<file path="config.mk">
export PLATFORM = sky130hd
export DESIGN_NAME = uart_tx_serializer
export DESIGN_NICKNAME = d
export VERILOG_FILES = /design/src/rtl/uart_tx_serializer.sv
export SDC_FILE = /design/constraint.sdc
export NUM_CORES = 1
export LEC_CHECK = 0
export ABC_AREA = 0
export CELL_PAD_IN_SITES_DETAIL_PLACEMENT = 1
export CELL_PAD_IN_SITES_GLOBAL_PLACEMENT = 1
export CORE_MARGIN = 2
export CORE_UTILIZATION = 44
export CTS_CLUSTER_SIZE = 24
export DETAILED_ROUTE_END_ITERATION = 6
export GPL_ROUTABILITY_DRIVEN = 1
export PLACE_DENSITY_LB_ADDON = 0.05
export SYNTH_ARGS = -nofsm -noshare
export SYNTH_HDL_FRONTEND = slang
export SYNTH_SLANG_ARGS = --single-unit
</file>
<file path="constraint.sdc">
create_clock -name clk -period 2.5 [get_ports clk]
set_input_delay 0.25 -clock clk [delete_from_list [all_inputs] [get_ports clk]]
set_output_delay 0.25 -clock clk [all_outputs]
set_load 0.05 [all_outputs]
</file>
<file path="src/rtl/uart_tx_serializer.sv">
// 8N1 UART transmitter with a small byte FIFO in front of the serializer.
// Bytes are popped at frame start, and back-to-back frames are sent with no idle gap.
module uart_tx_serializer #(
    parameter int unsigned CLKS_PER_BIT = 10417,
    parameter int unsigned FIFO_DEPTH   = 4
) (
    input  logic       clk,
    input  logic       reset,
    input  logic [7:0] tx_data,
    input  logic       tx_en,
    output logic       tx_status,
    output logic       tx_busy,
    output logic       tx_overflow,
    output logic       txd
);
    localparam int unsigned PtrW     = $clog2(FIFO_DEPTH);
    localparam int unsigned CntW     = $clog2(CLKS_PER_BIT);
    localparam int unsigned One      = 1;
    localparam int unsigned BaudLastInt = CLKS_PER_BIT - 1;

    localparam logic [PtrW:0]   FullCount = FIFO_DEPTH[PtrW:0];
    localparam logic [PtrW:0]   CountOne  = One[PtrW:0];
    localparam logic [PtrW-1:0] PtrOne    = One[PtrW-1:0];
    localparam logic [CntW-1:0] BaudOne   = One[CntW-1:0];
    localparam logic [CntW-1:0] BaudLast  = BaudLastInt[CntW-1:0];

    typedef enum logic [1:0] {StIdle, StStart, StData, StStop} state_e;

    state_e          state_q;
    logic [7:0]      mem_q [FIFO_DEPTH];
    logic [PtrW-1:0] wr_ptr_q;
    logic [PtrW-1:0] rd_ptr_q;
    logic [PtrW:0]   count_q;
    logic [CntW-1:0] baud_q;
    logic [2:0]      bit_idx_q;
    logic [7:0]      shift_q;
    logic            txd_q;
    logic            overflow_q;

    logic push;
    logic pop;
    logic baud_done;
    logic fifo_nonempty;

    // Status comes from the registered count only, so a same-cycle pop never
    // makes room for a push into a full FIFO.
    assign tx_status     = (count_q != FullCount);
    assign fifo_nonempty = (count_q != '0);
    assign push          = tx_en && tx_status;
    assign baud_done     = (baud_q == BaudLast);

    always_comb begin
        pop = 1'b0;
        unique case (state_q)
            StIdle:  pop = fifo_nonempty;
            StStop:  pop = baud_done && fifo_nonempty;
            default: pop = 1'b0;
        endcase
    end

    assign tx_busy     = (state_q != StIdle) || fifo_nonempty;
    assign tx_overflow = overflow_q;
    assign txd         = txd_q;

    always_ff @(posedge clk) begin
        if (push) begin
            mem_q[wr_ptr_q] <= tx_data;
        end
    end

    always_ff @(posedge clk or negedge reset) begin
        if (!reset) begin
            wr_ptr_q   <= '0;
            rd_ptr_q   <= '0;
            count_q    <= '0;
            overflow_q <= 1'b0;
        end else begin
            if (push) begin
                wr_ptr_q <= wr_ptr_q + PtrOne;
            end
            if (pop) begin
                rd_ptr_q <= rd_ptr_q + PtrOne;
            end
            if (push && !pop) begin
                count_q <= count_q + CountOne;
            end else if (!push && pop) begin
                count_q <= count_q - CountOne;
            end
            if (tx_en && !tx_status) begin
                overflow_q <= 1'b1;
            end
        end
    end

    always_ff @(posedge clk or negedge reset) begin
        if (!reset) begin
            state_q   <= StIdle;
            baud_q    <= '0;
            bit_idx_q <= '0;
            shift_q   <= '0;
            txd_q     <= 1'b1;
        end else begin
            unique case (state_q)
                StIdle: begin
                    txd_q <= 1'b1;
                    if (pop) begin
                        shift_q <= mem_q[rd_ptr_q];
                        baud_q  <= '0;
                        txd_q   <= 1'b0;
                        state_q <= StStart;
                    end
                end
                StStart: begin
                    if (baud_done) begin
                        baud_q    <= '0;
                        bit_idx_q <= '0;
                        txd_q     <= shift_q[0];
                        state_q   <= StData;
                    end else begin
                        baud_q <= baud_q + BaudOne;
                    end
                end
                StData: begin
                    if (baud_done) begin
                        baud_q    <= '0;
                        shift_q   <= {1'b0, shift_q[7:1]};
                        bit_idx_q <= bit_idx_q + 3'd1;
                        if (bit_idx_q == 3'd7) begin
                            txd_q   <= 1'b1;
                            state_q <= StStop;
                        end else begin
                            txd_q <= shift_q[1];
                        end
                    end else begin
                        baud_q <= baud_q + BaudOne;
                    end
                end
                StStop: begin
                    if (baud_done) begin
                        baud_q <= '0;
                        if (pop) begin
                            shift_q <= mem_q[rd_ptr_q];
                            txd_q   <= 1'b0;
                            state_q <= StStart;
                        end else begin
                            txd_q   <= 1'b1;
                            state_q <= StIdle;
                        end
                    end else begin
                        baud_q <= baud_q + BaudOne;
                    end
                end
                default: begin
                    txd_q   <= 1'b1;
                    state_q <= StIdle;
                end
            endcase
        end
    end

endmodule

</file>
==> metrics.cfg, run 1 <==
[run_status]
status=complete, but fails checks
violations=negative hold slack

[yosys]
synthArstFlopShare_pct=52.9
synth_seq_cells=68
synth_nets=301
yosys.cell_types.count=48
synth_edf_count=32
syn_area_per_cell_um2=12.1
syn_area_um2=3310
syn_inst=274
ys_warn_count=0
synth_flop_cell=dfrtp_1
ys_seq_area_share_pct=56.3

[detailed_routing]
top_layer=met4
drc=0
via_count=2305
routed_wl_mm=7.14
drtPass1Iterations=4
met2_length_mm=3.53
route.layer.met1.wl_mm=3.38
wire_per_inst_um=17.0
ant_nets=0
via_per_inst=5.50
wl_met3_um=166
drt_iter0_drc=85

[power_and_ir_drop]
ir_drop_uv=604
finalPower_mw=2.73
p_leak_nw=1.56
p_per_area_nw_per_um2=690

[clock_tree]
cts_root_buf=clkbuf_8
numCtsBuffers=9
ctsHoldBuffers=0
clock_latency_ns=0.34
path_clk_slew_ns=0.09
clock_path_buffers=2
cts_tree=built
cts_sinks=68
h-tree-depth=3

[hold_path]
min_path_type=primary input to asynchronous set/reset pin

[global_routing]
grt_max_degree=37
grt_pass1_vias=2335
grt_overflow=0
grt_use_total_pct=18.5
grt_antenna_before_repair=0
grt_first_pass_wirelength_mm=12.0

[critical_path]
path_max_fanout=4
cp-start-kind=flop
critPathCaptureType=flop
r2r_end=count_q[1]
r2r-start=baud_q[10]
crit_arrival_ns=2.66
rrSetupSlack_ns=0.06
worstRegToRegCells=8
crit_type=flop to flop
crit_required_ns=2.72

[timing]
hold_viol_final=2
fmax_mhz=410
rsz0062_at_grt=true
tightest_slew_ns=0.853
period_share_pct=97.5
fin_crit_ns=2.44
relSlewSlack_pct=43.1
fin_worst_skew_ns=0.0142
fin_hold_ws_ns=-0.00281
finalMaxSlewViolations=0
setup_viol=0

[floorplanning]
die-area_um2=8230
start_util_pct=45.6
io_pins=15
die_width_um=90.7
die_h_um=90.7
num_rows=31
coreArea_um2=7250

[layout]
drive_gt1_share_pct=22.5
fin_util_pct=54.6
syn_to_final_growth_pct=19.6
final_area_um2=3960
antenna_cells=0
nNetsFinal=342

[placed_design]
port_buffers=14
placed_area_um2=3690
dpl.hpwl_mm=4.92
gp_congestion=0.735

[flow_run]
drv_cap=0

## Yosys cell counts, types with 2 or more instances
cell type | n | area (µm²)
xor2_1 | 5 | 43.8
mux4_2 | 8 | 180
nand2_1 | 21 | 78.8
o2bb2ai_1 | 9 | 78.8
mux2_2 | 2 | 22.5
dfrtp_1 | 35 | 876
nand3_1 | 11 | 55.1
a21oi_1 | 4 | 20.0
nor3_1 | 10 | 50.1
nand4_1 | 4 | 25.0
clkbuf_1 | 5 | 18.8
o31ai_1 | 3 | 22.5
ha_1 | 15 | 188
a22oi_1 | 2 | 15.0
xnor2_1 | 4 | 35.0
a22o_1 | 2 | 17.5
or3_1 | 3 | 18.8
edfxtp_1 | 32 | 961
o21ai_0 | 20 | 100
nor2_1 | 27 | 101
and3_1 | 6 | 37.5
nor4_1 | 8 | 50.1
inv_1 | 13 | 48.8
## cells by family after synthesis
family / synth area share, %
AO/OA/AOI/OAI: 11.3
XOR/XNOR: 2.38
adder cells (fa/ha/maj): 6.27
buffers and inverters: 2.76
flip-flops: 56.3
multiplexers: 6.12
AND/OR/NAND/NOR: 14.9
## per-layer routing
layer,vias to the layer above,GRT usage [%]
li1,1098,-
met1,1169,26.4
met5,-,0
met4,0,6.15
met2,30,29.1
met3,8,3.01
## sequential cells by signal (all words and copies together) (netlist names), 2 cells and up
signal,cells
mem_q,32
baud_q,14
shift_q,8
bit_idx_q,3
count_q,3
rd_ptr_q,2
state_q,2
wr_ptr_q,2
## layout by cell type (no fill, tap or decap), types with 3 or more instances in the layout
cell             Yosys  layout
o2bb2ai_1            9       9
o31ai_1              3       3
clkdlybuf4s50_1      0      13
mux4_2               8       8
a21oi_1              4       4
clkinvlp_4           0       3
ha_1                15      12
nand2_1             21      21
or3_1                3       3
edfxtp_1            32      32
nand3_1             11      11
inv_1               13      11
buf_4                0      24
xnor2_1              4       4
o21ai_0             20      20
nor2_1              27      27
nor4_1               8       7
xor2_1               5       5
dfrtp_1             35      31
inv_2                1       3
nand4_1              4       4
and3_1               6       6
nor3_1              10      10
dfrtp_2              0       4
clkbuf_8             0      10
## report_power, final
part / leakage, nW / internal [mW] / switching (mW) / total [mW]
Sequential: 0.748 / 1.34 / 0.0592 / 1.40
Clock: 0.0820 / 0.389 / 0.432 / 0.821
Combinational: 0.728 / 0.222 / 0.291 / 0.513
## critical path, stage by stage, from the launching register on
cell and delay [ns]:
dfrtp_1 0.41, or4b_4 0.58, nor4_4 0.19, a21o_1 0.19
inv_2 0.07, ha_4 0.17, inv_2 0.05, fa_1 0.39
mux2_4 0.27
## what timing repair did
| action | CTS | global route |
|---|---|---|
| endpoints found under the setup margin | 1 | 11 |
| buffers inserted | 0 | 7 |
| gates resized for setup | 1 | 10 |
| pin swaps | 0 | 4 |
## stage by stage
step	setup WS [ns]	setup TNS, ns	cells
global route	-0.0105	-0.0208	419
floorplan	-0.0346	-0.0346	274
global placement	0.0703	0	396
detailed placement	0.00285	0	396
finish	0.0619	0	419
CTS	0.0161	0	412
## worst max path at each step
stage               start         end  slack (ns)  cells past startpoint
2_1_floorplan   baud_q[0]  count_q[1]       -0.03                     11
3_3_place_gp    baud_q[0]  count_q[1]        0.07                     10
3_5_place_dp    baud_q[0]  count_q[1]       0.003                     10
4_1_cts        state_q[0]  count_q[2]        0.02                     12
5_1_grt        state_q[1]  count_q[2]       -0.01                     12
6_report       baud_q[10]  count_q[1]        0.06                      8
## cell type report
| cell class | count | area [µm²] |
|---|---|---|
| Timing Repair Buffer | 38 | 315 |
| Multi-Input combinational cell | 184 | 1420 |
| Sequential cell | 68 | 1870 |
| Clock buffer | 11 | 141 |
| Fill cell | 778 | 3290 |
| Inverter | 14 | 52.6 |
| Clock inverter | 5 | 36.3 |
| Tap cell | 99 | 124 |
No activity file was read; power rests on OpenSTA's default activity.
==> run 2, diff against run 1 <==
- CORE_UTILIZATION: 44 -> 46
- CTS_BUF_LIST: not set -> sky130_fd_sc_hd__clkbuf_8
- CTS_CLUSTER_SIZE: 24 -> 28
==> run 2 against run 1 <==
Effect of this change:
- the run ends with negative hold slack, negative setup slack left
- sequential share of layout area fell by 0.84 points
- count of clock-buffer cells in the layout shrank 2
- critical path type unchanged
- non-clock buffer count is 2 higher
- sequential power about the same
- setup slack worse by 0.10 ns
- final cell count is 0.24% lower
- sequential cell count is the same
- cell area increased by 1.6%
- critical endpoint unchanged
==> metrics.cfg, run 2 (synthesis gave the netlist of run 1 again) <==
[detailed_routing]
drc=0
routed_wl_mm=7.50
via_per_inst=5.50
via_count=2300
drtPass1Iterations=4
wire_per_inst_um=18.0
drt_iter0_drc=79
ant_nets=0

[placed_design]
dpl.hpwl_mm=4.93
port_buffers=14
dp_cells=395
gp_congestion=0.767
placed_area_um2=3700

[global_routing]
grt_max_degree=37
grt_pass1_vias=2416
grt_first_pass_wirelength_mm=12.3
grt_overflow=0
grt_antenna_before_repair=0
grt_use_total_pct=21.3

[layout]
syn_to_final_growth_pct=21.5
drive_gt1_share_pct=22.0
top_regs=mem_q x32, baud_q x14, shift_q x8
largest_reg_flops=32
final_common_cell=dfrtp_1
fin_util_pct=58.6
nNetsFinal=344
stdcell_count=418
final_cell_mix=dfrtp_1, edfxtp_1, nor2_1
antenna_cells=0
final_area_um2=4020
top_register=mem_q

[timing]
period_share_pct=102
tightest_slew_ns=0.846
setup_viol=1
finalMaxSlewViolations=0
finalWorstSetupSlack_ns=-0.0426
fin_crit_ns=2.54
fmax_mhz=393
hold_viol_final=2
fin_hold_ws_ns=-0.000819
relSlewSlack_pct=43.6
fin_worst_skew_ns=0.00804
rsz0062_at_grt=true

[clock_tree]
cts_sinks=68
h-tree-depth=3
clock_latency_ns=0.35
clock_path_buffers=2
path_clk_slew_ns=0.08
ctsHoldBuffers=0
cts_root_buf=clkbuf_8
cts_tree=built
numCtsBuffers=9

[floorplanning]
coreArea_um2=6870
io_pins=15
start_util_pct=48.2
die-area_um2=7890
die_h_um=88.8
num_rows=30
die_width_um=88.8

[power_and_ir_drop]
p_leak_nw=1.61
ir_drop_uv=596
p_per_area_nw_per_um2=746

[flow_run]
drv_cap=0

[critical_path]
slowest_delay_ns=0.57
path_max_fanout=3
cpMostUsedCell=inv_2
critPathCaptureType=flop
crit_arrival_ns=2.77
crit_type=flop to flop
cp-start-kind=flop
crit_required_ns=2.73
cp_slowest_cell=or4b_4
crit_chain=or4b_4 -> nor4_4 -> a21o_1 -> inv_2 -> ha_4 -> inv_2 -> fa_1 -> mux2_4

[run_status]
status=complete, but fails checks
violations=negative hold slack, negative setup slack

[hold_path]
min_path_type=primary input to asynchronous set/reset pin

[run 2: final timing paths]
kind,end,slack (ns),cells after the start,startpoint
setup / recovery,count_q[1],-0.04,8,baud_q[8]
max in group asynchronous,count_q[1],1.91,1,reset
setup reg to reg,count_q[1],-0.04,8,baud_q[8]
hold reg to reg,baud_q[13],0.50,1,baud_q[13]
hold / removal,shift_q[2],-0.0008,1,reset
min in group clk,baud_q[13],0.50,1,baud_q[13]
[run 2: through the flow]
stage,hold slack (ns),total power [mW],setup TNS (ns),worst slack (ns)
final,-0.000819,3.00,-0.0426,-0.0426
after global routing,0.0608,3.14,-0.155,-0.0964
after CTS,0.0227,3.01,0,0.0475
after detailed placement,0.403,1.90,0,0.0547
after global placement,0.406,1.86,0,0.154
after floorplan,-0.0456,1.70,-0.0346,-0.0346
[run 2: power breakdown]
group          internal [mW]  switching [mW]
Combinational          0.210           0.289
Clock                  0.661           0.441
Sequential              1.34          0.0632
Total                   2.21           0.793
[run 2: what timing repair did]
item | CTS | global route
endpoints found under the setup margin | 1 | 4
gates resized for setup | 1 | 7
pin swaps | 0 | 5
setup buffers | 0 | 7
[run 2: cell type report]
class / count / area, µm²
repair buffers: 40 / 330
well taps: 96 / 120
multi-input cells: 184 / 1420
inverters: 14 / 52.6
clock buffers: 9 / 124
flip-flops and latches: 68 / 1860
clock inverters: 7 / 115
fillers: 720 / 2850
[run 2: metal layers]
layer | up-vias | global-route usage [%] | routed length (µm)
li1 | 1099 | - | -
met1 | 1157 | 29.3 | 3560
met2 | 29 | 33.8 | 3660
met3 | 15 | 4.57 | 155
met4 | 0 | 7.16 | 132
met5 | - | 0 | 0
[run 2: critical path, delay by kind of cell (launching register included)]
kind / cells / cell delay (ns)
buf+inv: 2 / 0.11
compound gates: 1 / 0.19
simple gates: 2 / 0.91
mux: 1 / 0.27
flops: 1 / 0.39
fa+ha+maj: 2 / 0.56
==> run 3, diff against run 2 <==
- ABC_AREA: 0 -> 1
- CORE_MARGIN: 2 -> not set
- CORE_UTILIZATION: 46 -> 44
- GPL_TIMING_DRIVEN: not set -> 0
==> run 3 against run 2 <==
Effect of this change:
- the run now ends clean
- non-clock buffer count down 13
- worst hold slack better by 0.44 ns
- synthesized area up 2.7%
- critical path depth up 6
- global-route usage up 0.15 points
- clock skew down 0.00076 ns
- routed wire length up 5.2%
- synthesized cell count up 35%
- sequential power about the same
- critical endpoint unchanged
- first-iteration DRC count up 22%
==> metrics.cfg, run 3 <==
[timing]
tightest_slew_ns=0.872
setup_viol=0
fin_crit_ns=2.32
period_share_pct=92.7
fin_worst_skew_ns=0.00728
hold_viol_final=0
finalMaxSlewViolations=0
fmax_mhz=431
finalWorstSetupSlack_ns=0.182
relSlewSlack_pct=41.7

[yosys]
synth_top_cell_by_area=edfxtp_1
syn_area_per_cell_um2=9.21
syn_inst=369
synth_common_cells=nand2_1, nand3_1, dfrtp_1, inv_1, edfxtp_1
netlist.area_leader.share_pct=28.3
synthArstFlopShare_pct=52.9
synth.most_common_cell=nand2_1
synth_nets=396
ys_warn_count=0
ys_seq_area_share_pct=54.8
synthTopCellsByArea=edfxtp_1, dfrtp_1, nand2_1, nand3_1, ha_1
syn_area_um2=3400
synth_flop_cell=dfrtp_1
yosys.cell_types.count=28
synth_edf_count=32
synth_seq_cells=68

[layout]
drive_gt1_share_pct=11.1
fin_util_pct=54.3
syn_to_final_growth_pct=17.7
antenna_cells=0
final_common_cell=nand2_1
top_regs=mem_q x32, baud_q x14, shift_q x8
stdcell_count=503
largest_reg_flops=32
fillerInstances=866
top_register=mem_q
nNetsFinal=426
final_cell_mix=nand2_1, nand3_1, dfrtp_1
final_area_um2=4000

[critical_path]
path_max_fanout=8
crit_family=adder cells
crit_arrival_ns=2.54
critPathCaptureType=flop
critPathBufInv=3
slowest_delay_ns=0.44
cp_slowest_cell=fa_1
crit_required_ns=2.72
crit_type=flop to flop
cpMostUsedCell=inv_1
cp-start-kind=flop
crit_chain=inv_1 -> ha_1 -> inv_1 -> nor2_1 -> nand2_1 -> nor2_2 -> nand2_4 -> nand2_8 -> nand2_8 -> ha_1 -> inv_1 -> fa_1 -> nor2_2 -> a21oi_1

[power_and_ir_drop]
p_seq_share_pct=47.3
internal_power_mw=2.18
p_per_area_nw_per_um2=740
pwr-share-clk_pct=37.9
p_leak_nw=1.73
p_sw_share_pct=26.5
ir_drop_uv=534
finalPower_mw=2.96
p_comb_share_pct=14.8
p_sw_mw=0.783

[floorplanning]
start_util_pct=46.1
coreArea_um2=7370
num_rows=31
die_width_um=89.9
die-area_um2=8080
die_h_um=89.9
io_pins=15

[placed_design]
port_buffers=14
gp_congestion=0.768
dp_cells=483
pre_cts_ws_ns=-0.326
placed_area_um2=3680
dpl.hpwl_mm=5.35

[global_routing]
grt_first_pass_wirelength_mm=13.6
grt_pass1_vias=2728
grt_use_total_pct=21.5
grt_max_degree=37
grt_antenna_before_repair=0
grt_overflow=0

[clock_tree]
h-tree-depth=3
cts_sinks=68
clock_latency_ns=0.34
clock_path_buffers=2
cts_root_buf=clkbuf_8
cts_tree=built
numCtsBuffers=9
path_clk_slew_ns=0.08

[detailed_routing]
ant_nets=0
wire_per_inst_um=15.7
drc=0
via_per_inst=5.14
drt_iter0_drc=96
via_count=2583
drtPass1Iterations=4
routed_wl_mm=7.90

[run_status]
status=finished clean

[flow_run]
drv_cap=0

[hold_path]
min_path_type=primary input to asynchronous set/reset pin

==> run 3: changes by cell type after synthesis, moves of 4 or more <==
cell	change
inv_1	+20
nand2_4	+4
a21oi_1	+4
nand3_1	+41
mux4_2	-8
and3_1	-6
o2bb2ai_1	-9
nor2_1	-5
nor4_1	-8
nand2_1	+84
nor3_1	-8
==> run 3: logic make-up (layout without fill, tap and decap cells) <==
logic type                 count (synthesis)  in the layout  synth area share [%]
and+or+nand+nor                          196            196                  25.8
adders and majority gates                 16             16                  6.11
buffers and inverters                     44             79                  5.01
xor gates and xnor gates                   9              9                  2.32
AOI/OAI and AO/OA                         36             36                  5.96
DFF                                       68             68                  54.8
==> run 3: through the flow <==
step,hold WS (ns),setup TNS (ns)
3_3_place_gp,0.454,-0.370
2_1_floorplan,-0.0456,0
3_5_place_dp,0.239,-0.548
4_1_cts,0.420,0
6_report,0.437,0
5_1_grt,0.459,-0.0107
==> run 3: final timing paths <==
kind / end / cells past startpoint / slack [ns] / startpoint
min reg2reg: shift_q[6] / 2 / 0.47 / shift_q[6]
max reg2reg: count_q[1] / 14 / 0.18 / baud_q[0]
max in group asynchronous: txd / 3 / 1.79 / reset
max: count_q[1] / 14 / 0.18 / baud_q[0]
min in group clk: shift_q[6] / 2 / 0.47 / shift_q[6]
min: shift_q[5] / 3 / 0.44 / reset
==> run 3: cell type report <==
class / count / area [µm²] / area share, %
Buffer: 8 / 36.3 / 0.907
Clock buffer: 10 / 138 / 3.44
Clock inverter: 6 / 110 / 2.75
Inverter: 36 / 135 / 3.38
Multi-Input combinational cell: 257 / 1400 / 35.1
Sequential cell: 68 / 1860 / 46.6
Tap cell: 99 / 124 / 3.10
Timing Repair Buffer: 19 / 190 / 4.75
==> run 3: power by group through the flow <==
| stage | sequential (mW) | combinational, mW | clock, mW |
|---|---|---|---|
| floorplan | 1.43 | 0.261 | 0 |
| global placement | 1.42 | 0.409 | 0 |
| detailed placement | 1.42 | 0.430 | 0 |
| CTS | 1.40 | 0.436 | 1.14 |
| global route | 1.41 | 0.497 | 1.19 |
| finish | 1.40 | 0.438 | 1.12 |
==> run 3: timing repair <==
item	4_1_cts	5_1_grt
hold buffers	1	0
pin swaps	1	1
setup buffers	1	2
endpoints found under the hold margin	35	0
gates resized for setup	4	8
endpoints found under the setup margin	3	3
==> run 3: tightest hold or removal path: stages <==
cell	delay, ns
dlygate4sd3_1	0.54
buf_2	0.13
buf_12	0.22
==> run 3: metal layers <==
layer	track usage [%]	vias to the layer above	wire length [µm]
li1	-	1274	-
met1	27.6	1270	3580
met2	36.9	26	3990
met3	3.64	13	187
met4	6.99	0	140
met5	0	-	0
